$ cat src/rtl/pwl_act_unit.sv
// ---------------------------------------------------------------------------
// pwl_act_unit
//
// Pipelined piecewise-linear activation unit for the LSTM gate networks.
// The upper ADDR_W bits of the signed input select a LUT entry, the lower
// FRAC_W bits linearly interpolate towards the neighbouring entry. Two tables
// are held, sigmoid and tanh, and the table is chosen per sample by in_mode.
//
// Pipeline (all stages advance together, full stall on backpressure):
//   S0  register x / mode / tag
//   S1  read base = T[a] and next = T[n]
//   S2  interpolate, saturate, present on out_y
// Accept -> out_valid latency is 3 cycles when not stalled.
//
// Configuration macro:
//   PWL_ACT_LUTWR_EN  defined     : tables are registers, writable via lut_*
//                     not defined : tables are constant ROM with the defaults,
//                                   lut_* ports are present but ignored
//
// Ports:
//   clk        in   1        clock, rising edge
//   rst        in   1        synchronous, active-low reset
//   in_valid   in   1        input sample valid
//   in_ready   out  1        unit accepts a sample this cycle
//   in_x       in   IN_W     signed input {addr, frac}
//   in_mode    in   1        0 = sigmoid table, 1 = tanh table
//   in_tag     in   TAG_W    sideband, returned on out_tag
//   out_valid  out  1        result valid
//   out_ready  in   1        downstream accepts result
//   out_y      out  DATA_W   signed activation result
//   out_tag    out  TAG_W    tag of the sample on out_y
//   lut_we     in   1        LUT write strobe
//   lut_sel    in   1        table to write: 0 sigmoid, 1 tanh
//   lut_addr   in   ADDR_W   entry index
//   lut_wdata  in   DATA_W   signed entry value
// ---------------------------------------------------------------------------
module pwl_act_unit #(
    parameter int DATA_W = 8,
    parameter int ADDR_W = 4,
    parameter int FRAC_W = 4,
    parameter int TAG_W  = 4
) (
    input  logic                       clk,
    input  logic                       rst,
    input  logic                       in_valid,
    output logic                       in_ready,
    input  logic [ADDR_W+FRAC_W-1:0]   in_x,
    input  logic                       in_mode,
    input  logic [TAG_W-1:0]           in_tag,
    output logic                       out_valid,
    input  logic                       out_ready,
    output logic signed [DATA_W-1:0]   out_y,
    output logic [TAG_W-1:0]           out_tag,
    input  logic                       lut_we,
    input  logic                       lut_sel,
    input  logic [ADDR_W-1:0]          lut_addr,
    input  logic signed [DATA_W-1:0]   lut_wdata
);

    localparam int IN_W   = ADDR_W + FRAC_W;
    localparam int DEPTH  = 1 << ADDR_W;
    localparam int DIFF_W = DATA_W + 1;
    localparam int PROD_W = DATA_W + FRAC_W + 2;
    localparam int SUM_W  = PROD_W + 1;
    localparam int Y_MAX  = (1 << (DATA_W - 1)) - 1;
    localparam int Y_MIN  = -(1 << (DATA_W - 1));

    localparam logic [ADDR_W-1:0] IDX_POS_MAX  = ADDR_W'(DEPTH / 2 - 1);
    localparam logic [ADDR_W-1:0] IDX_ALL_ONES = ADDR_W'(DEPTH - 1);

    localparam logic signed [SUM_W-1:0] SUM_MAX = SUM_W'(Y_MAX);
    localparam logic signed [SUM_W-1:0] SUM_MIN = SUM_W'(Y_MIN);

    // The built-in default curves only make sense for the 8-bit / 16-entry
    // geometry; any other geometry starts from all-zero tables.
    localparam bit HAS_DEFAULTS = (DATA_W == 8) && (ADDR_W == 4);

    typedef logic signed [DATA_W-1:0] entry_t;

    // Default table contents, indexed by table select and entry number.
    function automatic entry_t default_entry(input logic sel, input int idx);
        int v;
        v = 0;
        if (HAS_DEFAULTS) begin
            if (!sel) begin
                case (idx)
                    0:       v = 8;
                    1:       v = 11;
                    2:       v = 14;
                    3:       v = 15;
                    4:       v = 15;
                    5:       v = 15;
                    6:       v = 15;
                    7:       v = 15;
                    14:      v = 1;
                    15:      v = 4;
                    default: v = 0;
                endcase
            end else begin
                case (idx)
                    0:       v = 0;
                    1:       v = 3;
                    2:       v = 5;
                    3:       v = 6;
                    4:       v = 7;
                    5:       v = 7;
                    6:       v = 7;
                    7:       v = 7;
                    8:       v = -7;
                    9:       v = -7;
                    10:      v = -7;
                    11:      v = -7;
                    12:      v = -7;
                    13:      v = -6;
                    14:      v = -5;
                    15:      v = -3;
                    default: v = 0;
                endcase
            end
        end
        return entry_t'(v);
    endfunction

    // -----------------------------------------------------------------------
    // Pipeline state
    // -----------------------------------------------------------------------
    logic               s0_valid_q, s0_valid_d;
    logic [IN_W-1:0]    s0_x_q,     s0_x_d;
    logic               s0_mode_q,  s0_mode_d;
    logic [TAG_W-1:0]   s0_tag_q,   s0_tag_d;

    logic               s1_valid_q, s1_valid_d;
    entry_t             s1_base_q,  s1_base_d;
    entry_t             s1_next_q,  s1_next_d;
    logic [FRAC_W-1:0]  s1_frac_q,  s1_frac_d;
    logic [TAG_W-1:0]   s1_tag_q,   s1_tag_d;

    logic               out_valid_q, out_valid_d;
    entry_t             out_y_q,     out_y_d;
    logic [TAG_W-1:0]   out_tag_q,   out_tag_d;

    logic               adv;

    // Read views of the two tables, whichever way they are implemented.
    entry_t             sig_tab  [DEPTH];
    entry_t             tanh_tab [DEPTH];

    // -----------------------------------------------------------------------
    // Table storage
    // -----------------------------------------------------------------------
`ifdef PWL_ACT_LUTWR_EN
    entry_t             sig_tab_q  [DEPTH];
    entry_t             sig_tab_d  [DEPTH];
    entry_t             tanh_tab_q [DEPTH];
    entry_t             tanh_tab_d [DEPTH];

    // A write lands at the next clock edge, so a lookup in S1 during the
    // write cycle still sees the previous entry value.
    always_comb begin
        sig_tab_d  = sig_tab_q;
        tanh_tab_d = tanh_tab_q;
        if (lut_we) begin
            if (lut_sel) begin
                tanh_tab_d[lut_addr] = lut_wdata;
            end else begin
                sig_tab_d[lut_addr] = lut_wdata;
            end
        end
    end

    // Table registers reload their defaults on reset.
    always_ff @(posedge clk) begin
        if (!rst) begin
            for (int i = 0; i < DEPTH; i++) begin
                sig_tab_q[i]  <= default_entry(1'b0, i);
                tanh_tab_q[i] <= default_entry(1'b1, i);
            end
        end else begin
            sig_tab_q  <= sig_tab_d;
            tanh_tab_q <= tanh_tab_d;
        end
    end

    always_comb begin
        sig_tab  = sig_tab_q;
        tanh_tab = tanh_tab_q;
    end
`else
    logic               unused_lut;

    // Constant ROM; the write port has no effect in this build.
    always_comb begin
        for (int i = 0; i < DEPTH; i++) begin
            sig_tab[i]  = default_entry(1'b0, i);
            tanh_tab[i] = default_entry(1'b1, i);
        end
    end

    assign unused_lut = ^{lut_we, lut_sel, lut_addr, lut_wdata};
`endif

    // -----------------------------------------------------------------------
    // Handshake: the whole pipe moves only when the output slot is free or
    // being drained, so in_ready is simply the advance condition.
    // -----------------------------------------------------------------------
    assign adv      = !out_valid_q || out_ready;
    assign in_ready = adv;

    // -----------------------------------------------------------------------
    // S1 lookup: index from the top bits, neighbour index with saturation at
    // the largest positive entry and a wrap from -1 up to entry 0.
    // -----------------------------------------------------------------------
    logic [ADDR_W-1:0]  idx_a;
    logic [ADDR_W-1:0]  idx_n;
    entry_t             rd_base;
    entry_t             rd_next;

    always_comb begin
        idx_a = s0_x_q[IN_W-1:FRAC_W];
        if (idx_a == IDX_POS_MAX) begin
            idx_n = idx_a;
        end else if (idx_a == IDX_ALL_ONES) begin
            idx_n = '0;
        end else begin
            idx_n = idx_a + ADDR_W'(1);
        end
        if (s0_mode_q) begin
            rd_base = tanh_tab[idx_a];
            rd_next = tanh_tab[idx_n];
        end else begin
            rd_base = sig_tab[idx_a];
            rd_next = sig_tab[idx_n];
        end
    end

    // -----------------------------------------------------------------------
    // S2 interpolation: y = base + floor((next - base) * frac / 2**FRAC_W),
    // evaluated wide enough to be exact and then clamped to DATA_W.
    // -----------------------------------------------------------------------
    logic signed [DIFF_W-1:0] diff;
    logic signed [PROD_W-1:0] prod;
    logic signed [PROD_W-1:0] prod_sh;
    logic signed [SUM_W-1:0]  sum;
    entry_t                   interp_y;

    always_comb begin
        diff    = DIFF_W'(s1_next_q) - DIFF_W'(s1_base_q);
        prod    = PROD_W'(diff) * PROD_W'($signed({1'b0, s1_frac_q}));
        prod_sh = prod >>> FRAC_W;
        sum     = SUM_W'(s1_base_q) + SUM_W'(prod_sh);
        if (sum > SUM_MAX) begin
            interp_y = entry_t'(Y_MAX);
        end else if (sum < SUM_MIN) begin
            interp_y = entry_t'(Y_MIN);
        end else begin
            interp_y = sum[DATA_W-1:0];
        end
    end

    // -----------------------------------------------------------------------
    // Stage next-state: everything holds unless the pipe advances. Payload
    // registers only load behind a valid sample so idle slots do not toggle.
    // -----------------------------------------------------------------------
    always_comb begin
        s0_valid_d  = s0_valid_q;
        s0_x_d      = s0_x_q;
        s0_mode_d   = s0_mode_q;
        s0_tag_d    = s0_tag_q;
        s1_valid_d  = s1_valid_q;
        s1_base_d   = s1_base_q;
        s1_next_d   = s1_next_q;
        s1_frac_d   = s1_frac_q;
        s1_tag_d    = s1_tag_q;
        out_valid_d = out_valid_q;
        out_y_d     = out_y_q;
        out_tag_d   = out_tag_q;

        if (adv) begin
            s0_valid_d  = in_valid;
            s1_valid_d  = s0_valid_q;
            out_valid_d = s1_valid_q;

            if (in_valid) begin
                s0_x_d    = in_x;
                s0_mode_d = in_mode;
                s0_tag_d  = in_tag;
            end
            if (s0_valid_q) begin
                s1_base_d = rd_base;
                s1_next_d = rd_next;
                s1_frac_d = s0_x_q[FRAC_W-1:0];
                s1_tag_d  = s0_tag_q;
            end
            if (s1_valid_q) begin
                out_y_d   = interp_y;
                out_tag_d = s1_tag_q;
            end
        end
    end

    // Pipeline registers; reset drops every in-flight sample.
    always_ff @(posedge clk) begin
        if (!rst) begin
            s0_valid_q  <= 1'b0;
            s0_x_q      <= '0;
            s0_mode_q   <= 1'b0;
            s0_tag_q    <= '0;
            s1_valid_q  <= 1'b0;
            s1_base_q   <= '0;
            s1_next_q   <= '0;
            s1_frac_q   <= '0;
            s1_tag_q    <= '0;
            out_valid_q <= 1'b0;
            out_y_q     <= '0;
            out_tag_q   <= '0;
        end else begin
            s0_valid_q  <= s0_valid_d;
            s0_x_q      <= s0_x_d;
            s0_mode_q   <= s0_mode_d;
            s0_tag_q    <= s0_tag_d;
            s1_valid_q  <= s1_valid_d;
            s1_base_q   <= s1_base_d;
            s1_next_q   <= s1_next_d;
            s1_frac_q   <= s1_frac_d;
            s1_tag_q    <= s1_tag_d;
            out_valid_q <= out_valid_d;
            out_y_q     <= out_y_d;
            out_tag_q   <= out_tag_d;
        end
    end

    assign out_valid = out_valid_q;
    assign out_y     = out_y_q;
    assign out_tag   = out_tag_q;

endmodule

$ cat config.mk
export PLATFORM = sky130hd
export DESIGN_NAME = pwl_act_unit
export DESIGN_NICKNAME = d
export VERILOG_FILES = /design/src/rtl/pwl_act_unit.sv
export SDC_FILE = /design/constraint.sdc
export NUM_CORES = 1
export LEC_CHECK = 0
export ABC_AREA = 1
export ABC_CLOCK_PERIOD_IN_PS = 12900
export CORE_MARGIN = 2
export CORE_UTILIZATION = 62
export CTS_CLUSTER_DIAMETER = 30
export CTS_CLUSTER_SIZE = 8
export DETAILED_ROUTE_END_ITERATION = 8
export MAX_ROUTING_LAYER = met4
export PLACE_DENSITY = 0.93
export SKIP_CTS_REPAIR_TIMING = 1
export SYNTH_ARGS = -nofsm -noshare
export SYNTH_HDL_FRONTEND = slang
export SYNTH_SLANG_ARGS = --single-unit
$ cat constraint.sdc
create_clock -name clk -period 12.9 [get_ports clk]
set_input_delay 2.58 -clock clk [delete_from_list [all_inputs] [get_ports clk]]
set_output_delay 2.58 -clock clk [all_outputs]
set_load 0.01 [all_outputs]
==> results by group <==
Power and ir drop
  – Max VDD drop: between 0.1 and 0.15 mV
  – Pwr Density: 101 nW/um^2
  – Overall power: approximately 0.47 mW
  – P_leak: 2.39 nW

Job
  – Max Cap Viol: 0

Timing
  – RSZ-0062 raised after global routing: no
  – Fin. max-slew vios: 0
  – Setup TNS: 0 ps
  – Time the worst path needs with I/O delays and setup: ~6400 ps
  – Setup violators final: 0
  – Tcrit/Tclk final: 0.496
  – Slew Limit Headroom: 0.531
  – Max Fclk: about 0.16 GHz
  – Final hold vios: 0
  – Clock skew: 8.58 ps
  – Slew @ Worst Pin: 701 ps

Synth
  – Synth unique cells: 39
  – YS warnings: 0
  – Post-synth net total: 692
  – Cells after Synth: 590
  – Commonest register cell after synthesis: dfxtp_1
  – Mapped cell area: 4140 sq um
  – Syn Area/Cell: 7.02 sq um
  – Ys async rst share: 0
  – Post-synth EDFFs: 0
  – Yosys reg bits: 46
  – Post-synthesis sequential area ratio: 0.222

Cells and area
  – Proportion of layout cells with a drive suffix above 1: 0.0485
  – Most common cell after layout, fill and taps aside: nand2_1
  – Most frequent cells in the layout: nand2_1 (101), inv_1 (97), nor2_1 (83)
  – Filler Cell Count: 490
  – Area growth from synthesis to layout: 10.8%
  – # diodes: 0
  – Final nets: about 700

Clock tree
  – H-tree levels: 2
  – TritonCTS clock tree: done
  – Clk sinks: 46
  – Clk slew on worst S/H paths: 80 ps
  – CTS Buf Count: 5
  – CTS Buffer Depth: 2
  – Root buffer cell: clkbuf_8
  – Clk Latency, worst-skew pair: slightly below 300 ps

Place
  – Routability cong.: a little over 0.9
  – Post-DP HPWL: 7590 um
  – IO buf count: 30

Routing
  – Vias after detailed routing: 3,899
  – Vias/cell: 5.60
  – Router iterations before antenna repair: 5
  – Final wirelength: 9230 um
  – Wirelength per Cell: between 10 and 15 um
  – Routed Antenna Nets: 0
  – # DRC: 0
  – DRT iter0 DRCs: 207

Floorplanning
  – Core area: about 6400 sq um
  – Initial Util: 0.645
  – Ports: 45
  – Die width: 85.8 um
  – Die H: 85.8 um
  – Total die area: 7350 sq um
  – Row Count: 29

Worst setup path
  – Worst-path maximum fanout: 4
  – CP startpoint kind: input port
  – Critical path arrival: 3810 ps
  – Critical Path RT: 10,320 ps
  – Critical Path End Type: primary output
  – CP Class: input port to primary output

GRT
  – GRT overflow: 0
  – Largest net degree at the start of global routing: between 40 and 50
  – Aggregate global-route resource usage: 0.275
  – Antenna violations before repair: 0
  – First-pass GRT wire length: 16,300 um
  – Vias in the first global route: 3,828

Worst hold path
  – Min-Delay Path Class: register to register

Status
  – Status: complete, no violations
[metrics by stage]
stage               hold WS [ps]  cells  worst slack [ps]  utilization  instance area, sq um
finish                       472    696              6510        0.715                  4590
global placement             451    688              6520        0.702                  4510
detailed placement           462    688              6520        0.702                  4510
global route                 498    696              6250        0.715                  4590
CTS                          475    696              6510        0.715                  4590
floorplan                    444    590              7390            -                  4140
[layer usage]
layer | vias to the layer above | part of all wire | global-route usage
met2 | 137 | 0.52 | 0.513
met5 | - | 0 | -
met4 | 0 | 0.012 | 0.0736
li1 | 1938 | - | -
met3 | 10 | 0.043 | 0.0318
met1 | 1814 | 0.42 | 0.310
[synthesized netlist by cell type (4+ instances only)]
master / count / area (sq um)
inv_1: 97 / 364
a21oi_1: 45 / 225
ha_1: 50 / 626
clkbuf_1: 6 / 22.5
dfxtp_1: 46 / 921
o21ai_0: 51 / 255
nor2_2: 4 / 25.0
nand2_1: 101 / 379
fa_1: 21 / 420
xor2_1: 15 / 131
nand4_1: 6 / 37.5
inv_2: 4 / 15.0
nor2_1: 83 / 312
nand3_1: 21 / 105
[cells by family after synthesis]
| kind of cell | count (synthesis) | share of synthesized area |
|---|---|---|
| AO/OA/AOI/OAI | 115 | 0.156 |
| XOR/XNOR | 18 | 0.0380 |
| flip-flops | 46 | 0.222 |
| adder cells (fa/ha/maj) | 71 | 0.252 |
| buffers and inverters | 114 | 0.104 |
| AND/OR/NAND/NOR | 226 | 0.227 |
[final cells by class]
class / instances / area [sq um] / share of cell area
clock inverters: 2 / 13.8 / 0.00300
clock buffers: 6 / 72.6 / 0.0158
inverters: 104 / 390 / 0.0850
flip-flops and latches: 46 / 921 / 0.200
well taps: 77 / 96.3 / 0.0210
multi-input cells: 430 / 2790 / 0.608
repair buffers: 31 / 308 / 0.0670
[final timing paths]
kind	start	to	slack, ps	cells after the start
max reg2reg	s1_base_q[0]$_SDFFE_PN0P_	out_y[0]$_SDFFE_PN0P_	6620	28
min	s1_valid_q$_SDFFE_PN0N_	s1_valid_q$_SDFFE_PN0N_	470	2
max	out_ready	in_ready	6510	4
min reg2reg	s1_valid_q$_SDFFE_PN0N_	s1_valid_q$_SDFFE_PN0N_	470	2
[report_power, final]
part	total [mW]	internal [mW]	switching (mW)
clock	0.0846	0.0382	0.0463
combinational	0.220	0.0820	0.138
sequential	0.160	0.152	0.00837
total	0.465	0.272	0.193
[sequential cells by signal, summed over array words and instances (netlist names)]
register / cells
out_tag: 4
s1_next_q: 5
s0_valid_q: 1
s0_x_q: 8
out_valid: 1
s0_mode_q: 1
s1_tag_q: 4
s1_base_q: 5
s1_valid_q: 1
s0_tag_q: 4
s1_frac_q: 4
out_y: 8
[worst max-delay path, stage by stage]
cell and delay [ps]:
clkdlybuf4s50_1 400, nor2_1 210, inv_1 120, clkdlybuf4s50_1 500
Note: power is estimated with default switching activity, not from simulation.
